--- src/rtl/game_ctrl_pkg.sv ---
// Shared types and constants for the Tetris sequencing controller.
// Holds the phase codes, move codes, the pending-command payload and the
// button-priority helper used when latching player input.
package game_ctrl_pkg;

    localparam int unsigned BOARD_W = 32;
    localparam int unsigned LOC_W   = 5;
    localparam int unsigned ROT_W   = 2;
    localparam int unsigned PHASE_W = 3;
    localparam int unsigned MOVE_W  = 2;
    localparam int unsigned PIECE_W = 8;

    typedef enum logic [PHASE_W-1:0] {
        GEN      = 3'd0,
        MOVE     = 3'd1,
        LAND     = 3'd2,
        CLEAR    = 3'd3,
        NEWBOARD = 3'd4,
        GAMEOVER = 3'd5
    } phase_e;

    typedef enum logic [MOVE_W-1:0] {
        MV_NONE  = 2'd0,
        MV_LEFT  = 2'd1,
        MV_RIGHT = 2'd2,
        MV_ROT   = 2'd3
    } move_e;

    typedef struct packed {
        logic  valid;
        move_e cmd;
    } cmd_t;

    // Same-cycle button priority: rotate beats left beats right.
    function automatic cmd_t pick_cmd(input logic rot, input logic left, input logic right);
        cmd_t c;
        c.valid = rot | left | right;
        if (rot)        c.cmd = MV_ROT;
        else if (left)  c.cmd = MV_LEFT;
        else if (right) c.cmd = MV_RIGHT;
        else            c.cmd = MV_NONE;
        return c;
    endfunction

endpackage

--- src/rtl/game_ctrl_if.sv ---
// Bundle of button, datapath-feedback and controller-output signals.
//   master: the controller (consumes buttons/datapath, drives phase/move/registers)
//   slave : the button front end plus datapath side
interface game_ctrl_if;
    import game_ctrl_pkg::*;

    logic                btn_left;
    logic                btn_right;
    logic                btn_rotate;
    logic                btn_start;
    logic                touched;
    logic                error_in;
    logic [BOARD_W-1:0]  board_dp;
    logic [LOC_W-1:0]    location_dp;
    logic [ROT_W-1:0]    rotation_dp;

    logic [PHASE_W-1:0]  state;
    logic [PHASE_W-1:0]  old_state;
    logic [MOVE_W-1:0]   move;
    logic [BOARD_W-1:0]  board_out;
    logic [LOC_W-1:0]    location_out;
    logic [ROT_W-1:0]    rotation_out;
    logic [PIECE_W-1:0]  pieces;
    logic                game_over;

    modport master (
        input  btn_left, btn_right, btn_rotate, btn_start,
        input  touched, error_in, board_dp, location_dp, rotation_dp,
        output state, old_state, move, board_out, location_out,
        output rotation_out, pieces, game_over
    );

    modport slave (
        output btn_left, btn_right, btn_rotate, btn_start,
        output touched, error_in, board_dp, location_dp, rotation_dp,
        input  state, old_state, move, board_out, location_out,
        input  rotation_out, pieces, game_over
    );

endinterface

--- src/rtl/game_ctrl_drop.sv ---
// Gravity pacing counter: counts 0..TICKS-1 while enabled, then wraps.
//   clk, rst : clock, async active-high reset
//   en       : advance the count this cycle
//   clr      : synchronous clear (wins over en)
//   tick     : count is at its last value
module drop_timer #(
    parameter int unsigned TICKS = 1000000
) (
    input  logic clk,
    input  logic rst,
    input  logic en,
    input  logic clr,
    output logic tick
);

    localparam int unsigned CNT_W = (TICKS > 1) ? $clog2(TICKS) : 1;

    logic [CNT_W-1:0] count_q, count_d;

    assign tick = (count_q == CNT_W'(TICKS - 1));

    // Next count
    always_comb begin
        count_d = count_q;
        if (clr)      count_d = '0;
        else if (en)  count_d = tick ? '0 : count_q + CNT_W'(1);
    end

    // Count register
    always_ff @(posedge clk or posedge rst) begin
        if (rst) count_q <= '0;
        else     count_q <= count_d;
    end

endmodule

--- src/rtl/game_ctrl.sv ---
// Tetris sequencing controller: steps the datapath through
// GEN -> MOVE -> LAND -> CLEAR -> NEWBOARD, paces gravity, latches one
// player command at a time and owns the board/location/rotation registers.
//   clka    : clock
//   restart : async active-high reset
//   bus     : button, datapath and phase/register signals (master side)
// move and game_over decode combinationally from the phase and pending command;
// every other output is a flop.
module game_ctrl
    import game_ctrl_pkg::*;
#(
    parameter int unsigned         DROP_TICKS   = 1000000,
    parameter logic [BOARD_W-1:0]  TOP_ROW_MASK = 32'h0000000F
) (
    input  logic        clka,
    input  logic        restart,
    game_ctrl_if.master bus
);

    phase_e              state_q, state_d;
    logic [PHASE_W-1:0]  old_state_q;
    logic [BOARD_W-1:0]  board_q, board_d;
    logic [LOC_W-1:0]    loc_q, loc_d;
    logic [ROT_W-1:0]    rot_q, rot_d;
    logic [PIECE_W-1:0]  pieces_q, pieces_d;
    cmd_t                pend_q, pend_d;

    logic tick;
    logic tmr_en;
    logic tmr_clr;

    drop_timer #(.TICKS(DROP_TICKS)) u_drop (
        .clk  (clka),
        .rst  (restart),
        .en   (tmr_en),
        .clr  (tmr_clr),
        .tick (tick)
    );

    // Next phase, register loads and command latch
    always_comb begin
        state_d  = state_q;
        board_d  = board_q;
        loc_d    = loc_q;
        rot_d    = rot_q;
        pieces_d = pieces_q;
        pend_d   = '0;
        tmr_en   = 1'b0;
        // Holding the counter cleared outside MOVE zeroes it on entry.
        tmr_clr  = (state_q != MOVE);

        case (state_q)
            GEN: begin
                loc_d   = bus.location_dp;
                rot_d   = bus.rotation_dp;
                state_d = MOVE;
            end
            MOVE: begin
                // A command coinciding with a tick parks the counter on the tick value.
                tmr_en = !(pend_q.valid && tick);
                if (pend_q.valid) begin
                    board_d = bus.board_dp;
                    loc_d   = bus.location_dp;
                    rot_d   = bus.rotation_dp;
                end else begin
                    pend_d = pick_cmd(bus.btn_rotate, bus.btn_left, bus.btn_right);
                    if (tick) begin
                        board_d = bus.board_dp;
                        loc_d   = bus.location_dp;
                        rot_d   = bus.rotation_dp;
                        if (bus.touched) state_d = LAND;
                    end
                end
            end
            LAND: begin
                board_d  = bus.board_dp;
                pieces_d = (pieces_q == '1) ? pieces_q : pieces_q + PIECE_W'(1);
                state_d  = CLEAR;
            end
            CLEAR: begin
                board_d = bus.board_dp;
                state_d = bus.error_in ? GAMEOVER : NEWBOARD;
            end
            NEWBOARD: begin
                rot_d   = '0;
                state_d = ((board_q & TOP_ROW_MASK) != '0) ? GAMEOVER : GEN;
            end
            GAMEOVER: begin
                if (bus.btn_start) begin
                    board_d  = '0;
                    loc_d    = '0;
                    rot_d    = '0;
                    pieces_d = '0;
                    state_d  = GEN;
                end
            end
            default: state_d = GAMEOVER;
        endcase
    end

    // State and datapath-feedback registers
    always_ff @(posedge clka or posedge restart) begin
        if (restart) begin
            state_q     <= GEN;
            old_state_q <= PHASE_W'(GEN);
            board_q     <= '0;
            loc_q       <= '0;
            rot_q       <= '0;
            pieces_q    <= '0;
            pend_q      <= '0;
        end else begin
            state_q     <= state_d;
            old_state_q <= state_q;
            board_q     <= board_d;
            loc_q       <= loc_d;
            rot_q       <= rot_d;
            pieces_q    <= pieces_d;
            pend_q      <= pend_d;
        end
    end

    assign bus.state        = state_q;
    assign bus.old_state    = old_state_q;
    assign bus.move         = (state_q == MOVE && pend_q.valid) ? pend_q.cmd : MV_NONE;
    assign bus.board_out    = board_q;
    assign bus.location_out = loc_q;
    assign bus.rotation_out = rot_q;
    assign bus.pieces       = pieces_q;
    assign bus.game_over    = (state_q == GAMEOVER);

endmodule

--- src/flat_wrapper.sv ---
// flat-port wrapper written by rule: the top's interface ports become plain ports
module game_ctrl_flat import game_ctrl_pkg::*;
#(
    parameter int unsigned         DROP_TICKS   = 1000000,
    parameter logic [BOARD_W-1:0]  TOP_ROW_MASK = 32'h0000000F
)
  (clka, restart, bus_btn_left, bus_btn_right, bus_btn_rotate, bus_btn_start, bus_touched, bus_error_in, bus_board_dp, bus_location_dp, bus_rotation_dp, bus_state, bus_old_state, bus_move, bus_board_out, bus_location_out, bus_rotation_out, bus_pieces, bus_game_over);
  game_ctrl_if bus_i ();
  input  logic clka;
  input  logic restart;
  input wire logic [$bits(bus_i.btn_left)-1:0] bus_btn_left;
  input wire logic [$bits(bus_i.btn_right)-1:0] bus_btn_right;
  input wire logic [$bits(bus_i.btn_rotate)-1:0] bus_btn_rotate;
  input wire logic [$bits(bus_i.btn_start)-1:0] bus_btn_start;
  input wire logic [$bits(bus_i.touched)-1:0] bus_touched;
  input wire logic [$bits(bus_i.error_in)-1:0] bus_error_in;
  input wire logic [$bits(bus_i.board_dp)-1:0] bus_board_dp;
  input wire logic [$bits(bus_i.location_dp)-1:0] bus_location_dp;
  input wire logic [$bits(bus_i.rotation_dp)-1:0] bus_rotation_dp;
  output wire logic [$bits(bus_i.state)-1:0] bus_state;
  output wire logic [$bits(bus_i.old_state)-1:0] bus_old_state;
  output wire logic [$bits(bus_i.move)-1:0] bus_move;
  output wire logic [$bits(bus_i.board_out)-1:0] bus_board_out;
  output wire logic [$bits(bus_i.location_out)-1:0] bus_location_out;
  output wire logic [$bits(bus_i.rotation_out)-1:0] bus_rotation_out;
  output wire logic [$bits(bus_i.pieces)-1:0] bus_pieces;
  output wire logic [$bits(bus_i.game_over)-1:0] bus_game_over;
  assign bus_i.btn_left = bus_btn_left;
  assign bus_i.btn_right = bus_btn_right;
  assign bus_i.btn_rotate = bus_btn_rotate;
  assign bus_i.btn_start = bus_btn_start;
  assign bus_i.touched = bus_touched;
  assign bus_i.error_in = bus_error_in;
  assign bus_i.board_dp = bus_board_dp;
  assign bus_i.location_dp = bus_location_dp;
  assign bus_i.rotation_dp = bus_rotation_dp;
  assign bus_state = bus_i.state;
  assign bus_old_state = bus_i.old_state;
  assign bus_move = bus_i.move;
  assign bus_board_out = bus_i.board_out;
  assign bus_location_out = bus_i.location_out;
  assign bus_rotation_out = bus_i.rotation_out;
  assign bus_pieces = bus_i.pieces;
  assign bus_game_over = bus_i.game_over;
  game_ctrl #(.DROP_TICKS(DROP_TICKS), .TOP_ROW_MASK(TOP_ROW_MASK)) u_core (.clka(clka), .restart(restart), .bus(bus_i));
endmodule
--- config.mk ---
export PLATFORM = sky130hd
export DESIGN_NAME = game_ctrl_flat
export DESIGN_NICKNAME = d
export VERILOG_FILES = /design/src/rtl/game_ctrl_pkg.sv /design/src/rtl/game_ctrl_if.sv /design/src/rtl/game_ctrl_drop.sv /design/src/rtl/game_ctrl.sv /design/src/flat_wrapper.sv
export SDC_FILE = /design/constraint.sdc
export NUM_CORES = 1
export LEC_CHECK = 0
export BUFFER_PORTS_ARGS = -buffer_cell sky130_fd_sc_hd__buf_2
export CORE_ASPECT_RATIO = 0.5
export CORE_UTILIZATION = 47
export DETAILED_ROUTE_END_ITERATION = 8
export HOLD_SLACK_MARGIN = 0.05
export PLACE_DENSITY = 0.76
export SETUP_SLACK_MARGIN = 0.2
export SLEW_MARGIN = 20
export SYNTH_ARGS = -nofsm -noshare
export SYNTH_HDL_FRONTEND = slang
export SYNTH_SLANG_ARGS = --single-unit
--- constraint.sdc ---
create_clock -name clka -period 2.03 [get_ports clka]
set_input_delay 0.203 -clock clka [delete_from_list [all_inputs] [get_ports clka]]
set_output_delay 0.203 -clock clka [all_outputs]
set_load 0.1 [all_outputs]
==> results.md <==
* Reg2Reg Launch Point: u_core.bus.state[1]$_DFFE_PP0P_
* Core area at about 0.0070 mm²
* Slowest-stage cell, CP: dfrtp_4
* Layout cells sized above 1 at a little under two fifths
* Crit path launch type: flip-flop
* Most common cell after layout, fill and taps aside: buf_2
* Hold Startpoint: bus_location_dp[0]
* Filler cell count at 491
* Vias per cell at ~5.1
* Fin crit share at a little over nine tenths
* Failing checks: design-rule violations
* Slowest cell delay on critical path at approximately 0.5 ns
* Relative slew slack at 66.3%
* Share of flip-flops with an asynchronous set or reset at between 90% and 100%
* Post-route ant nets at 0
* # setup viols final at 0
* Critical Path End: u_core.bus.board_out[25]$_DFFE_PP0P_
* Worst Setup SP: u_core.bus.state[1]$_DFFE_PP0P_
* Leakage power at ~2.6 nW
* CP Depth at 6
* YS warnings at 0
* Clock Skew at around 0.007 ns
* Cell count after synthesis at approximately 350
* IO Pins at between 100 and 150
* Clock root buffer: clkbuf_16
* Data arrival time of the worst path at 2.18 ns
* Peak VDD IR at 0.753 mV
* Final cell utilization of the core at between 70% and 80%
* Die Ht at approximately 63 µm
* First-pass GRT wire length at 13.8 mm
* Reg clk slew, reported paths at about 0.060 ns
* Initial Utilization at 50.8%
* R2R depth at 6
* Post-Route WL at 8.82 mm
* Max Transition Viols Final at 0
* Syn nets at 397
* Fin crit period at between 1.5 and 2 ns
* Clock tree buffer depth at 2
* Req. time, crit path at 2.29 ns
* Final HPWL DP at approximately 5.4 mm
* Final hold slack at between 0.08 and 0.09 ns
* Latest clock arrival within the worst-skew pair at about 0.34 ns
* Largest net degree at the start of global routing at between 70 and 80
* Total Routing Usage GR at about 23%
* Mapped Area at 0.00355 mm²
* Placed Area at 0.00433 mm²
* Register Area at 0.00193 mm²
* Detailed-route DRC error count at 8
* Sequential share of the synthesized area at between 50% and 60%
* Ant diodes at 0
* Synth Flop Type: dfrtp_1
* CP max FO at 11
* R2R Setup Slk at 0.10 ns
* WL/cell at between 15 and 20 µm
* Post-synth EDFFs at 0
* Area grow syn2layout at 38.7%
* CTS tree: built
* Nets at 533
* Crit path cell chain: or3b_4, nor2_4, o21ai_4, o211ai_4, buf_12, mux2i_1
* Multi-input logic area at about 0.0015 mm²
* Highest-count cells in the layout ignoring fill and taps: 99 x buf_2, 62 x dfrtp_1, 49 x nand2_1
* Critical path endpoint category: flip-flop
* FF+latch count, synth at 76
* Initial DRT Pass Iterations at 6
* Buf/Inv on CP at 1
* Worst-Margin Slew at a little over 0.5 ns
* Clock Sinks at 76
* Setup WS post-layout at 0.102 ns
* Die Span X at ~120 µm
* Min-delay worst type: input port to flip-flop
* Unique masters post-synth at 44
* Vias at between 2k and 3k
* Design Area, Final at around 0.0049 mm²
* GR Overflow Total at 0
* Placer Congestion at 0.759
* Fmax at 0.519 GHz
* Status: finished with violations
* Number of global-route vias before repair at between 2k and 3k
* Avg Cell Area, Syn at 10.2 µm²
* WHS Path Cells at 2
* CP delay by family, top: simple AND/OR/NAND/NOR gates
* Place WS at roughly 0.097 ns
* H-Tree Depth at 3
* RSZ-0062 raised after global routing: yes
* Pwr Density at around 1600 mW/mm²
* TritonCTS Buffers at 9
* Critical path type: flip-flop to flip-flop
* Site row count at 21
* RR Endpoint: u_core.bus.board_out[25]$_DFFE_PP0P_
* Die Area at roughly 0.0079 mm²
* DR iter-0 viols at 171
* Final Hold Vio Count at 0
* Number of port buffers at 102
* Initial antenna violation count at 0
* Max Cap Viol at 0
==> sequential cells by signal, summed over array words and instances (netlist names) <==
signal,cells
u_core.bus.board_out,32
u_core.bus.location_out,5
u_core.bus.old_state,3
u_core.bus.pieces,8
u_core.bus.rotation_out,2
u_core.bus.state,3
u_core.pend_q,3
u_core.u_drop.count_q,20
==> metrics by stage <==
stage | total power (W) | instances | TNS (ns)
floorplan | 0.00549 | 348 | -0.0278
global placement | 0.00608 | 544 | 0
detailed placement | 0.00614 | 544 | 0
CTS | 0.00788 | 567 | 0
global route | 0.00827 | 581 | 0
finish | 0.00796 | 581 | 0
==> cells by family (layout without fill, tap and decap cells) <==
group                      Yosys count  in the layout  synth area share, %
adders and majority gates            2              2                0.704
muxes                               34             34                 9.61
buffers and inverters               51            192                 6.09
DFF                                 76             76                 53.5
AOI/OAI and AO/OA                   43             43                 7.96
and+or+nand+nor                    122            122                 17.2
xor gates and xnor gates            20             20                 4.93
==> routing by layer <==
metal | up-vias | share of wire (%) | global-route usage (%)
li1 | 1443 | - | -
met1 | 1444 | 43 | 26.9
met2 | 78 | 50 | 39.3
met3 | 18 | 4.7 | 5.27
met4 | 0 | 2.1 | 11.1
met5 | - | 0 | 0
==> Yosys cell counts, types with 2 or more instances <==
cell type	count	area, µm²
buf_2	2	10.0
xor2_1	12	105
ha_1	2	25.0
o31ai_1	2	15.0
nand3_1	15	75.1
buf_6	3	33.8
and2_1	2	12.5
nor2_1	22	82.6
a22o_1	7	61.3
nor3_1	3	15.0
nand4_1	4	25.0
nand2_1	50	188
buf_1	3	11.3
mux2i_1	33	330
and3_1	8	50.1
and4_1	3	26.3
clkbuf_1	4	15.0
xnor2_1	8	70.1
a21oi_1	6	30.0
inv_1	39	146
nor3b_1	2	15.0
nand2b_1	3	18.8
dfrtp_1	76	1900
a31oi_1	3	18.8
o21ai_0	17	85.1
==> power by group <==
| part | switching [W] | internal (W) |
|---|---|---|
| sequential | 0.000306 | 0.00194 |
| clock | 0.000582 | 0.00102 |
| combinational | 0.00324 | 0.000871 |
| total | 0.00413 | 0.00383 |
==> area by class of cell <==
class,count,area share [%]
clock buffers,15,5.43
clock inverters,1,0.609
inverters,39,3.12
multi-input cells,221,30.6
flip-flops and latches,76,39.2
well taps,92,2.34
repair buffers,137,18.7
==> worst min-delay path by stage <==
stage and end:
2_1_floorplan u_core.pend_q[2]$_DFF_PP0_, 3_3_place_gp u_core.bus.pieces[0]$_DFFE_PP0P_, 3_5_place_dp u_core.bus.board_out[13]$_DFFE_PP0P_, 4_1_cts u_core.bus.location_out[4]$_DFFE_PP0P_, 5_1_grt u_core.bus.location_out[1]$_DFFE_PP0P_, 6_report u_core.bus.location_out[0]$_DFFE_PP0P_
==> what timing repair did <==
item,CTS,global route
gates resized for setup,12,16
hold buffers,1,0
setup buffers,5,12
endpoints found under the setup margin,42,52
pin swaps,5,6
cloned,1,2
endpoints found under the hold margin,76,0
No activity file was read; power rests on OpenSTA's default activity.
